**config.mk**
```make
export PLATFORM = sky130hd
export DESIGN_NAME = ddr3_wb_arbiter
export DESIGN_NICKNAME = d
export VERILOG_FILES = /design/src/rtl/ddr3_wb_arbiter.sv
export SDC_FILE = /design/constraint.sdc
export NUM_CORES = 1
export LEC_CHECK = 0
export ABC_AREA = 1
export BUFFER_PORTS_ARGS = -buffer_cell sky130_fd_sc_hd__buf_2
export CORE_AREA = 3 3 309 311
export DETAILED_ROUTE_END_ITERATION = 10
export DIE_AREA = 0 0 312 314
export PLACE_DENSITY = 0.3
export SLEW_MARGIN = 10
export SYNTH_ARGS = -nofsm -noshare
export SYNTH_HDL_FRONTEND = slang
export SYNTH_SLANG_ARGS = --single-unit
```
**constraint.sdc**
```tcl
create_clock -name i_controller_clk -period 4.1 [get_ports i_controller_clk]
set_clock_uncertainty 0.1 [all_clocks]
set_input_delay 0.41 -clock i_controller_clk [delete_from_list [all_inputs] [get_ports i_controller_clk]]
set_output_delay 0.41 -clock i_controller_clk [all_outputs]
set_load 0.01 [all_outputs]
```
**src/rtl/ddr3_wb_arbiter.sv**
```systemverilog
// Shares the pipelined Wishbone port of ddr3_top between NREQ requesters; acks are routed back via an in-order tag FIFO.
// Build option: define ARB_FIXED_PRIORITY_EN for fixed priority (requester 0 highest) instead of round-robin.
module ddr3_wb_arbiter #(
    parameter int NREQ      = 2,
    parameter int ADDR_BITS = 24,
    parameter int DATA_BITS = 128,
    parameter int AUX_WIDTH = 4,
    parameter int TAG_DEPTH = 8
) (
    input  logic                            i_controller_clk,
    input  logic                            i_rst_n,
    input  logic [NREQ-1:0]                 i_req_cyc,
    input  logic [NREQ-1:0]                 i_req_stb,
    input  logic [NREQ-1:0]                 i_req_we,
    input  logic [NREQ*ADDR_BITS-1:0]       i_req_addr,
    input  logic [NREQ*DATA_BITS-1:0]       i_req_data,
    input  logic [NREQ*(DATA_BITS/8)-1:0]   i_req_sel,
    input  logic [NREQ*AUX_WIDTH-1:0]       i_req_aux,
    output logic [NREQ-1:0]                 o_req_stall,
    output logic [NREQ-1:0]                 o_req_ack,
    output logic [DATA_BITS-1:0]            o_req_data,
    output logic [AUX_WIDTH-1:0]            o_req_aux,
    output logic                            o_wb_cyc,
    output logic                            o_wb_stb,
    output logic                            o_wb_we,
    output logic [ADDR_BITS-1:0]            o_wb_addr,
    output logic [DATA_BITS-1:0]            o_wb_data,
    output logic [DATA_BITS/8-1:0]          o_wb_sel,
    output logic [AUX_WIDTH-1:0]            o_wb_aux,
    input  logic                            i_wb_stall,
    input  logic                            i_wb_ack,
    input  logic [DATA_BITS-1:0]            i_wb_data,
    input  logic [AUX_WIDTH-1:0]            i_wb_aux,
    output logic [$clog2(TAG_DEPTH):0]      o_outstanding,
    output logic                            o_err_ack
);
    localparam int SEL_BITS = DATA_BITS / 8;
    localparam int ID_W     = $clog2(NREQ);
    localparam int PTR_W    = $clog2(TAG_DEPTH);
    localparam int CNT_W    = PTR_W + 1;

    logic [NREQ-1:0]  req_valid;
    logic             grant_valid;
    logic [ID_W-1:0]  grant;
    logic [ID_W-1:0]  head;
    logic [ID_W-1:0]  tag_mem [TAG_DEPTH];
    logic [PTR_W-1:0] wr_ptr;
    logic [PTR_W-1:0] rd_ptr;
    logic [CNT_W-1:0] count;
    logic             fifo_full;
    logic             fifo_empty;
    logic             accept;
    logic             pop;

    assign req_valid  = i_req_cyc & i_req_stb;
    assign fifo_full  = (count == CNT_W'(TAG_DEPTH));
    assign fifo_empty = (count == '0);
    assign head       = tag_mem[rd_ptr];
    assign accept     = o_wb_stb && !i_wb_stall;
    assign pop        = i_rst_n && i_wb_ack && !fifo_empty;

`ifndef ARB_FIXED_PRIORITY_EN
    logic [ID_W-1:0] rr_ptr;

    always_ff @(posedge i_controller_clk or negedge i_rst_n) begin
        if (!i_rst_n) begin
            rr_ptr <= '0;
        end else if (accept) begin
            rr_ptr <= (grant == ID_W'(NREQ - 1)) ? '0 : grant + 1'b1;
        end
    end
`endif

    always_comb begin
        int idx;
        idx         = 0;
        grant_valid = 1'b0;
        grant       = '0;
        for (int i = 0; i < NREQ; i++) begin
`ifdef ARB_FIXED_PRIORITY_EN
            idx = i;
`else
            idx = (int'(rr_ptr) + i) % NREQ;
`endif
            if (!grant_valid && req_valid[ID_W'(idx)]) begin
                grant_valid = 1'b1;
                grant       = ID_W'(idx);
            end
        end
    end

    always_ff @(posedge i_controller_clk or negedge i_rst_n) begin
        if (!i_rst_n) begin
            wr_ptr    <= '0;
            rd_ptr    <= '0;
            count     <= '0;
            o_err_ack <= 1'b0;
        end else begin
            if (accept) wr_ptr <= wr_ptr + 1'b1;
            if (pop)    rd_ptr <= rd_ptr + 1'b1;
            case ({accept, pop})
                2'b10:   count <= count + 1'b1;
                2'b01:   count <= count - 1'b1;
                default: count <= count;
            endcase
            if (i_wb_ack && fifo_empty) o_err_ack <= 1'b1;
        end
    end

    // Tag storage needs no reset: entries are only read behind a valid count.
    always_ff @(posedge i_controller_clk) begin
        if (accept) tag_mem[wr_ptr] <= grant;
    end

    always_comb begin
        o_wb_stb  = i_rst_n && (|req_valid) && !fifo_full;
        o_wb_cyc  = i_rst_n && ((|i_req_cyc) || !fifo_empty);
        o_wb_we   = 1'b0;
        o_wb_addr = '0;
        o_wb_data = '0;
        o_wb_sel  = '0;
        o_wb_aux  = '0;
        if (grant_valid) begin
            o_wb_we   = i_req_we[grant];
            o_wb_addr = i_req_addr[grant*ADDR_BITS +: ADDR_BITS];
            o_wb_data = i_req_data[grant*DATA_BITS +: DATA_BITS];
            o_wb_sel  = i_req_sel[grant*SEL_BITS +: SEL_BITS];
            o_wb_aux  = i_req_aux[grant*AUX_WIDTH +: AUX_WIDTH];
        end
    end

    // Acks for requesters that have dropped cyc are still popped, just not forwarded.
    always_comb begin
        for (int k = 0; k < NREQ; k++) begin
            o_req_stall[k] = !(i_rst_n && grant_valid && (grant == ID_W'(k)) &&
                               !i_wb_stall && !fifo_full);
            o_req_ack[k]   = pop && (head == ID_W'(k)) && i_req_cyc[k];
        end
    end

    assign o_req_data    = i_wb_data;
    assign o_req_aux     = i_wb_aux;
    assign o_outstanding = count;

endmodule

```
==> key figures, run 1 <==
Clocking
  • Sink Count: 20
  • Post-CTS sizing: 0
  • # H-tree levels: 1
  • Post-CTS Hold Buffers: 0
  • Clock latency on the worst-skew pair: 260 ps
  • CTS tree: done
  • Clock buffer depth: 2
  • Clock transition at the registers of the reported paths: 60 ps
  • Postcts setup bufs: 0
  • Clk Tree Root Cell: clkbuf_16
  • CTS Buf Count: 3

Timing
  • Fmax: 286 MHz
  • Final setup fails: 0
  • Final Hold Vio Count: 4
  • Unrepaired setup endpoints after global routing: false
  • Worst Hold Slack: -1.73 ps
  • Final period util: 85.4%
  • Slew @ Worst Pin: 946 ps
  • Fin Setup TNS: 0 ps
  • Slew Viols, Final: 0
  • Worst slew margin: 36.4%
  • Crit path time final: 3500 ps

Global route
  • Initial antenna violation count: 4
  • GRT Total Usage: 7.14%
  • Maximum number of pins on one net before global-route repair: 98
  • Number of global-route vias before repair: 6,798
  • Total gr overflow: 0
  • Global-route wire length before repair: 50,400 um

Synth
  • Post-synthesis adder-cell area fraction: 1.28%
  • Synth area leaders: buf_4 (21%), nor2_1 (17%), nand2_1 (13%), nor3_2 (11%), a21oi_1 (7.2%)
  • Syn Area/Cell: 5.91 um^2
  • Yosys top cell by area: buf_4
  • Syn_nets: 1,318
  • Mux contribution to synthesized area: 0%
  • Flops & latches, synth: 20
  • Compound-Gate Fraction of Synth Area: 9.42%
  • EDFF count, synth: 8
  • Largest family of logic cells by synthesized area: simple AND/OR/NAND/NOR gates
  • Mapped Area: 4890 um^2
  • Post-synthesis xor/xnor area fraction: 0.717%
  • Distinct cells, synth: 32
  • Cells after synthesis: 827
  • Share of synthesized registers carrying an async set or reset: 60.0%
  • Top cell type's share of synthesized area: 21.5%
  • Sequential fraction of the synthesis area: 11.1%
  • Ys flop type: dfrtp_1
  • YS warnings: 0
  • Post-synthesis simple-gate area fraction: 48.6%

Layout
  • Most common cell after layout, fill and taps aside: buf_2
  • Layout cell share with drive strength beyond 1: 52.3%
  • ANT cells: 0
  • Most frequent cells in the layout: buf_2 (537), nor2_1 (218), nand2_1 (169)
  • FF/Latch Area: 544 um^2
  • Non-filler cells in the finished layout: 2,446
  • Design area: 8060 um^2
  • Fillers: 11.2k
  • Layout net count: 1,684
  • Area grow syn2layout: 64.9%
  • Multi-input combinational cell area: 2950 um^2

Worst setup path
  • Worst R2R Path Depth: 13
  • Critical path origin: rr_ptr$_DFFE_PN0P_
  • WS Path Type: reg -> out
  • Worst setup path end: o_wb_data[56]
  • CP Capture Type: output port
  • Worst-path fanout max: 71
  • CP Data Required Time: 3590 ps
  • R2R Path End: o_outstanding[2]$_DFFE_PN0P_
  • R2r startpoint: o_outstanding[2]$_DFFE_PN0P_
  • Worst path arrival time: 2990 ps
  • Critical Path Start Type: register
  • R2R setup slack: 1750 ps

Route
  • Iteration-0 DRC Markers: 256
  • Vias per Instance: 2.73
  • Wl on met1: 15,000 um
  • Post-route ant nets: 0
  • Wire length on met2: 17,400 um
  • DRT Pass-1 Iters: 4
  • Met3 wire length: 3920 um
  • WL/cell: 15.5 um
  • Routed vias: 6,689
  • Post-route DRC: 0
  • WL final: 38,000 um
  • Top layer in use: met5

Die
  • Die Height: 314 um
  • Die ar.: 98,000 um^2
  • Core Rows: 112
  • Core Box Area: 93,000 um^2
  • Initial Util: 5.25%
  • Number of I/O pins: 802
  • Die W: 312 um

Flow run
  • Maxcap violations: 0

Outcome
  • Status: finished with violations
  • Failing checks: hold timing

Power
  • PwrDens: 300 nW/um^2
  • Peak supply drop: 0.110 mV
  • LEAKAGE: 0.00394 uW
  • Overall power: 2420 uW

Place
  • Port bufs: 537
  • Placed cells: 2,442
  • Post-DP HPWL: 33,300 um
  • Placed inst area: 7960 um^2
  • RD Place Congestion: 0.802

Hold path
  • HP Class: in -> async
[state kept, by name, summed over array words and instances, names as in the netlist]
signal	flops
o_err_ack	1
o_outstanding	4
rd_ptr	3
rr_ptr	1
tag_mem	8
wr_ptr	3
[layout make-up]
class | count | share of cell area [%]
Sequential cell | 20 | 6.75
Inverter | 17 | 0.916
Multi-Input combinational cell | 603 | 36.6
Clock buffer | 3 | 0.931
Timing Repair Buffer | 548 | 35.0
Tap cell | 1254 | 19.5
Clock inverter | 1 | 0.372
[synth_stat cells (all sizes together), types with 2 or more instances]
cell      n
nor2    222
buf     181
nand2   171
nor3    104
a21oi    70
inv      17
dfrtp    12
nand3     9
edfxtp    8
o21ai     8
clkbuf    6
a22o      5
ha        5
xnor2     2
xor2      2
[report_power, final]
part / switching (uW) / internal, uW / total [uW]
clock: 80.4 / 194 / 274
sequential: 111 / 269 / 380
combinational: 1160 / 604 / 1760
total: 1350 / 1070 / 2420
[stage by stage]
| step | util (%) | setup WS, ps |
|---|---|---|
| finish | 8.66 | 601 |
| global route | 8.66 | 432 |
| CTS | 8.66 | 549 |
| detailed placement | 8.55 | 831 |
| floorplan | - | 1930 |
| global placement | 8.55 | 798 |
[worst min path at each step]
stage | startpoint | end | slack [ps] | depth (start not counted)
after floorplan | i_rst_n | o_err_ack$_DFFE_PN0P_ | 10 | 0
after global placement | i_rst_n | rd_ptr[2]$_DFFE_PN0P_ | 300 | 1
after detailed placement | i_rst_n | rd_ptr[2]$_DFFE_PN0P_ | 310 | 1
after CTS | i_rst_n | rd_ptr[2]$_DFFE_PN0P_ | 30 | 1
after global routing | i_rst_n | rd_ptr[2]$_DFFE_PN0P_ | 30 | 1
final | i_rst_n | rd_ptr[2]$_DFFE_PN0P_ | -2 | 1
[critical path, cell delays in order, from the launching register on]
cell	delay, ps
dfrtp_4	660
inv_6	510
buf_4	440
nor2_1	80
nor3_1	730
buf_2	280
[metal layers]
layer,global-route usage [%],vias to the layer above
met5,0,-
met4,2.95,4
met3,2.37,94
met2,11.9,436
met1,8.44,2918
li1,-,3237
[kinds of logic (layout without fill, tap and decap cells)]
family / after synthesis / after routing
buffers and inverters: 204 / 569
AOI/OAI and AO/OA: 86 / 86
DFF: 20 / 20
and+or+nand+nor: 508 / 508
adders and majority gates: 5 / 5
xor gates and xnor gates: 4 / 4
Note: power is estimated with default switching activity, not from simulation.
==> run 2, diff against run 1 <==
--- a/constraint.sdc
+++ b/constraint.sdc
@@ -3,3 +3,3 @@
 set_input_delay 0.41 -clock i_controller_clk [delete_from_list [all_inputs] [get_ports i_controller_clk]]
 set_output_delay 0.41 -clock i_controller_clk [all_outputs]
-set_load 0.01 [all_outputs]
+set_load 0.005 [all_outputs]
==> run 2 against run 1 <==
  * Hold slack gained 330 ps
  * Critical path type unchanged
  * Combinational power shrank 4%
  * Sequential share of layout area is essentially flat
  * Register-to-register slack is essentially flat
  * Worst setup slack gained 380 ps
  * Critical endpoint is now o_wb_data[62]
  * The run now ends clean
  * Total power shrank 6.5%
  * Via count grew 0.73%
  * Critical path depth is the same
  * Design area shrank 0.11%
  * Clock power shrank 26%
==> key figures, run 2 (same netlist as run 1, synthesis figures left out) <==
Power
  • LEAKAGE: 0.00393 uW
  • PwrDens: 281 nW/um^2
  • Peak supply drop: 0.168 mV

Die
  • Core Box Area: 93,000 um^2
  • Die W: 312 um
  • Die ar.: 98,000 um^2
  • Initial Util: 5.25%
  • Die Height: 314 um
  • Number of I/O pins: 802
  • Core Rows: 112

Outcome
  • Status: complete, no violations

Route
  • WL/cell: 15.7 um
  • Vias per Instance: 2.75
  • Routed vias: 6,738
  • Post-route DRC: 0
  • DRT Pass-1 Iters: 4
  • Post-route ant nets: 0
  • Iteration-0 DRC Markers: 302
  • WL final: 38,400 um

Layout
  • Most common cell after layout, fill and taps aside: buf_2
  • Layout cell share with drive strength beyond 1: 52.3%
  • Most frequent cells in the layout: buf_2 (537), nor2_1 (218), nand2_1 (169)
  • Non-filler cells in the finished layout: 2,453
  • Max FFs per register: 8
  • Layout net count: 1,686
  • Area grow syn2layout: 64.7%
  • Reg with most FFs: tag_mem

Timing
  • Final period util: 76.2%
  • Fin Setup TNS: 0 ps
  • Final Hold Vio Count: 0
  • Crit path time final: 3120 ps
  • Final setup fails: 0
  • Fmax: 320 MHz
  • Slew Viols, Final: 0
  • Unrepaired setup endpoints after global routing: false
  • Slew @ Worst Pin: 794 ps
  • Worst slew margin: 47.1%

Global route
  • GRT Total Usage: 7.23%
  • Total gr overflow: 0
  • Number of global-route vias before repair: 6,772
  • Maximum number of pins on one net before global-route repair: 99
  • Global-route wire length before repair: 50,900 um
  • Initial antenna violation count: 15

Worst setup path
  • R2R setup slack: 1740 ps
  • WS Path Type: reg -> out
  • R2r startpoint: o_outstanding[2]$_DFFE_PN0P_
  • R2R Path End: o_outstanding[2]$_DFFE_PN0P_
  • Worst-path fanout max: 81
  • Critical Path Start Type: register
  • CP Data Required Time: 3590 ps
  • CP Capture Type: output port
  • Worst R2R Path Depth: 13
  • Worst path arrival time: 2610 ps

Place
  • Port bufs: 537
  • Placed cells: 2,443
  • Post-DP HPWL: 33,500 um
  • RD Place Congestion: 0.773

Clocking
  • Post-CTS sizing: 0
  • Post-CTS Hold Buffers: 1
  • # H-tree levels: 1
  • Postcts setup bufs: 0
  • Sink Count: 20
  • CTS Buf Count: 3
  • Clock latency on the worst-skew pair: 250 ps
  • CTS tree: done
  • Clock transition at the registers of the reported paths: 60 ps
  • Clk Tree Root Cell: clkbuf_16
  • Clock buffer depth: 2

Hold path
  • Hold path cells: 2
  • HP Class: in -> reg
  • Hold Startpoint: i_wb_ack
  • Hold Path End: o_err_ack$_DFFE_PN0P_

Flow run
  • Maxcap violations: 0
-- run 2: cell types whose count changed in the layout (fill, tap and decap cells not counted) --
| cell | previous run | this run |
|---|---|---|
| diode_2 | 0 | 5 |
| buf_4 | 7 | 9 |
| buf_12 | 4 | 3 |
| bufinv_16 | 1 | 0 |
| clkinv_1 | 0 | 1 |
| dlygate4sd3_1 | 0 | 1 |
-- run 2: final cells by class --
cell class | instances | area [um^2]
diodes | 5 | 12.5
clock buffers | 3 | 75.1
fillers | 11200 | 85000
clock inverters | 1 | 3.75
repair buffers | 550 | 2830
multi-input cells | 603 | 2950
well taps | 1254 | 1570
flip-flops and latches | 20 | 544
inverters | 17 | 73.8
-- run 2: critical path, stage by stage (launching register included) --
cell and delay, ps:
dfrtp_4 640, inv_6 590, buf_4 350, nor2_1 60
nor3_1 420, buf_2 230
-- run 2: where the power goes --
part | internal (uW) | total (uW) | leakage, uW | switching [uW]
clock network | 130 | 203 | 0.0000386 | 73.0
registers | 269 | 371 | 0.000214 | 102
logic | 599 | 1690 | 0.00368 | 1090
total | 998 | 2260 | 0.00393 | 1260
-- run 2: metal layers --
metal,GRT usage (%),vias to the layer above,part of all wire (%)
li1,-,3245,-
met1,8.77,2939,40
met2,11.6,440,45
met3,2.51,100,11
met5,0,-,0.23
met4,2.92,14,4.4
-- run 2: stage by stage --
| stage | setup slack [ps] | util [%] | power [uW] | instance area [um^2] | hold slack, ps |
|---|---|---|---|---|---|
| floorplan | 1970 | - | 1450 | 4890 | 14.4 |
| global placement | 1090 | 8.55 | 2160 | 7950 | 278 |
| detailed placement | 1080 | 8.55 | 2120 | 7950 | 269 |
| CTS | 791 | 8.64 | 2340 | 8040 | 319 |
| global route | 657 | 8.65 | 2530 | 8050 | 329 |
| finish | 976 | 8.65 | 2260 | 8050 | 326 |
-- run 2: how the worst max path moves through the flow --
stage                                 start                            to  cells past startpoint
2_1_floorplan  o_outstanding[0]$_DFFE_PN0P_  o_outstanding[2]$_DFFE_PN0P_                     13
3_3_place_gp             rr_ptr$_DFFE_PN0P_                 o_wb_data[62]                      5
3_5_place_dp             rr_ptr$_DFFE_PN0P_                 o_wb_data[60]                      5
4_1_cts                  rr_ptr$_DFFE_PN0P_                 o_wb_data[60]                      5
5_1_grt                  rr_ptr$_DFFE_PN0P_                 o_wb_data[60]                      5
6_report                 rr_ptr$_DFFE_PN0P_                 o_wb_data[62]                      5
==> run 3, diff against run 2 <==
CORE_AREA = 3 3 310 312   (was 3 3 309 311)
DIE_AREA = 0 0 313 315   (was 0 0 312 314)
clock period = 3.1 ns   (was 4.1 ns; I/O delays follow)
==> run 3 against run 2 <==
  * Clock power up 79%
  * Sequential share of layout area decreased by 0.053 points
  * Design area is 0.79% higher
  * Non-clock buffer count rose by 2
  * Total power grew 34%
  * Register-to-register slack got worse by 970 ps
  * Sequential power is 22% higher
==> key figures, run 3 (same netlist as run 1, synthesis figures left out) <==
Outcome
  • Status: complete, no violations

Global route
  • GRT Total Usage: 6.25%
  • Initial antenna violation count: 16
  • Maximum number of pins on one net before global-route repair: 102
  • Number of global-route vias before repair: 6,535
  • Global-route wire length before repair: 45,500 um
  • Total gr overflow: 0

Clocking
  • CTS Buf Count: 3
  • Clock buffer depth: 2
  • Clock transition at the registers of the reported paths: 60 ps
  • Sink Count: 20
  • Post-CTS sizing: 0
  • Clock latency on the worst-skew pair: 260 ps
  • Clk Tree Root Cell: clkbuf_16
  • # H-tree levels: 1
  • CTS tree: done
  • Postcts setup bufs: 0

Place
  • Placed cells: 2,445
  • RD Place Congestion: 0.716
  • Post-DP HPWL: 29,200 um
  • Port bufs: 537

Timing
  • Final period util: 79.2%
  • Final Hold Vio Count: 0
  • Final setup fails: 0
  • Slew Viols, Final: 0
  • Slew @ Worst Pin: 629 ps
  • Unrepaired setup endpoints after global routing: false
  • Fmax: 407 MHz
  • Worst slew margin: 58.0%
  • Fin Setup TNS: 0 ps
  • Crit path time final: 2460 ps

Route
  • Routed vias: 6,581
  • WL/cell: 13.8 um
  • Iteration-0 DRC Markers: 274
  • DRT Pass-1 Iters: 4
  • Vias per Instance: 2.68
  • Post-route DRC: 0
  • Post-route ant nets: 0
  • WL final: 33,900 um

Power
  • Clock network power share: 12.0%
  • PwrDens: 373 nW/um^2
  • Int Pwr: 1420 uW
  • Net Switching: 1610 uW
  • Peak supply drop: 0.192 mV
  • Sequential power share: 14.9%
  • LEAKAGE: 0.00396 uW
  • Gate power share: 73.1%
  • Sw Share: 53.1%

Worst setup path
  • WS Path Type: in -> reg
  • Worst-path fanout max: 9
  • Worst path arrival time: 2530 ps
  • CP Data Required Time: 3180 ps
  • CP Capture Type: register
  • Critical Path Start Type: input pin

Layout
  • Area grow syn2layout: 66.0%
  • FF/Latch Area: 544 um^2
  • Most frequent cells in the layout: buf_2 (537), nor2_1 (218), nand2_1 (169)
  • Reg with most FFs: tag_mem
  • Layout net count: 1,688
  • Non-filler cells in the finished layout: 2,454
  • Max FFs per register: 8
  • Most common cell after layout, fill and taps aside: buf_2
  • Fillers: 11.1k
  • Multi-input combinational cell area: 2950 um^2
  • Layout cell share with drive strength beyond 1: 52.4%

Die
  • Initial Util: 5.24%
  • Core Box Area: 93,300 um^2
  • Die W: 313 um
  • Die Height: 315 um
  • Number of I/O pins: 802
  • Die ar.: 98,600 um^2
  • Core Rows: 112

Hold path
  • HP Class: in -> reg

Flow run
  • Maxcap violations: 0
==> run 3: cell count changes in the layout (fill, tap and decap cells not counted) <==
cell	previous run	this run
buf_12	3	5
bufinv_16	0	1
clkinv_1	1	0
diode_2	5	4
==> run 3: critical path, cell delays in order <==
cell,delay [ps]
dlygate4sd3_1,530
buf_2,150
nand3_2,130
nor2_8,190
inv_6,70
ha_1,240
nand2_1,90
inv_1,50
nor2_1,130
ha_1,170
a21oi_1,50
or2_2,300
a31oi_1,130
==> run 3: worst paths after layout <==
check	startpoint	to	slack [ps]	cells past startpoint
worst max-delay path	i_rst_n	o_outstanding[2]$_DFFE_PN0P_	640	13
worst min-delay path	i_wb_ack	o_err_ack$_DFFE_PN0P_	220	2
worst max register to register	o_outstanding[2]$_DFFE_PN0P_	o_outstanding[2]$_DFFE_PN0P_	770	13
worst min register to register	o_err_ack$_DFFE_PN0P_	o_err_ack$_DFFE_PN0P_	360	1
max in group asynchronous	i_rst_n	rr_ptr$_DFFE_PN0P_	2200	3
min in group asynchronous	i_rst_n	o_err_ack$_DFFE_PN0P_	500	3
==> run 3: routing by layer <==
layer  wire length [um]  global-route usage, %  up-vias
met2              16500                   11.1      418
met5                103                      0        -
met4               1210                   2.12       16
met1              12900                   7.07     2815
met3               3160                   1.95       82
li1                   -                      -     3250
==> run 3: layout make-up <==
| cell class | instances | share of cell area [%] |
|---|---|---|
| Multi-Input combinational cell | 603 | 36.3 |
| Timing Repair Buffer | 552 | 35.3 |
| Tap cell | 1254 | 19.3 |
| Sequential cell | 20 | 6.71 |
| Clock buffer | 3 | 0.925 |
| Inverter | 17 | 0.910 |
| Clock inverter | 1 | 0.370 |
| Antenna cell | 4 | 0.123 |
==> run 3: power groups by stage <==
stage | clock, uW | sequential [uW] | combinational [uW]
after CTS | 372 | 454 | 2310
after detailed placement | 0 | 459 | 2300
final | 363 | 452 | 2220
after floorplan | 0 | 428 | 1490
after global routing | 382 | 469 | 2530
after global placement | 0 | 461 | 2350
==> run 3: per-stage QoR <==
stage                     setup slack, ps  area [um^2]  hold WS [ps]  power [uW]  utilization [%]
final                                 645         8120           216        3030             8.70
after global routing                  467         8110           216        3380             8.69
after CTS                             629         8110           216        3130             8.69
after detailed placement              722         7990           250        2760             8.56
after global placement                652         7990           245        2810             8.56
after floorplan                       974         4890         -85.6        1910                -
==> run 3: repair_timing <==
| action | CTS | global route |
|---|---|---|
| hold buffers | 1 | 0 |
| setup endpoints to repair | 0 | 0 |
| endpoints found under the hold margin | 12 | 0 |
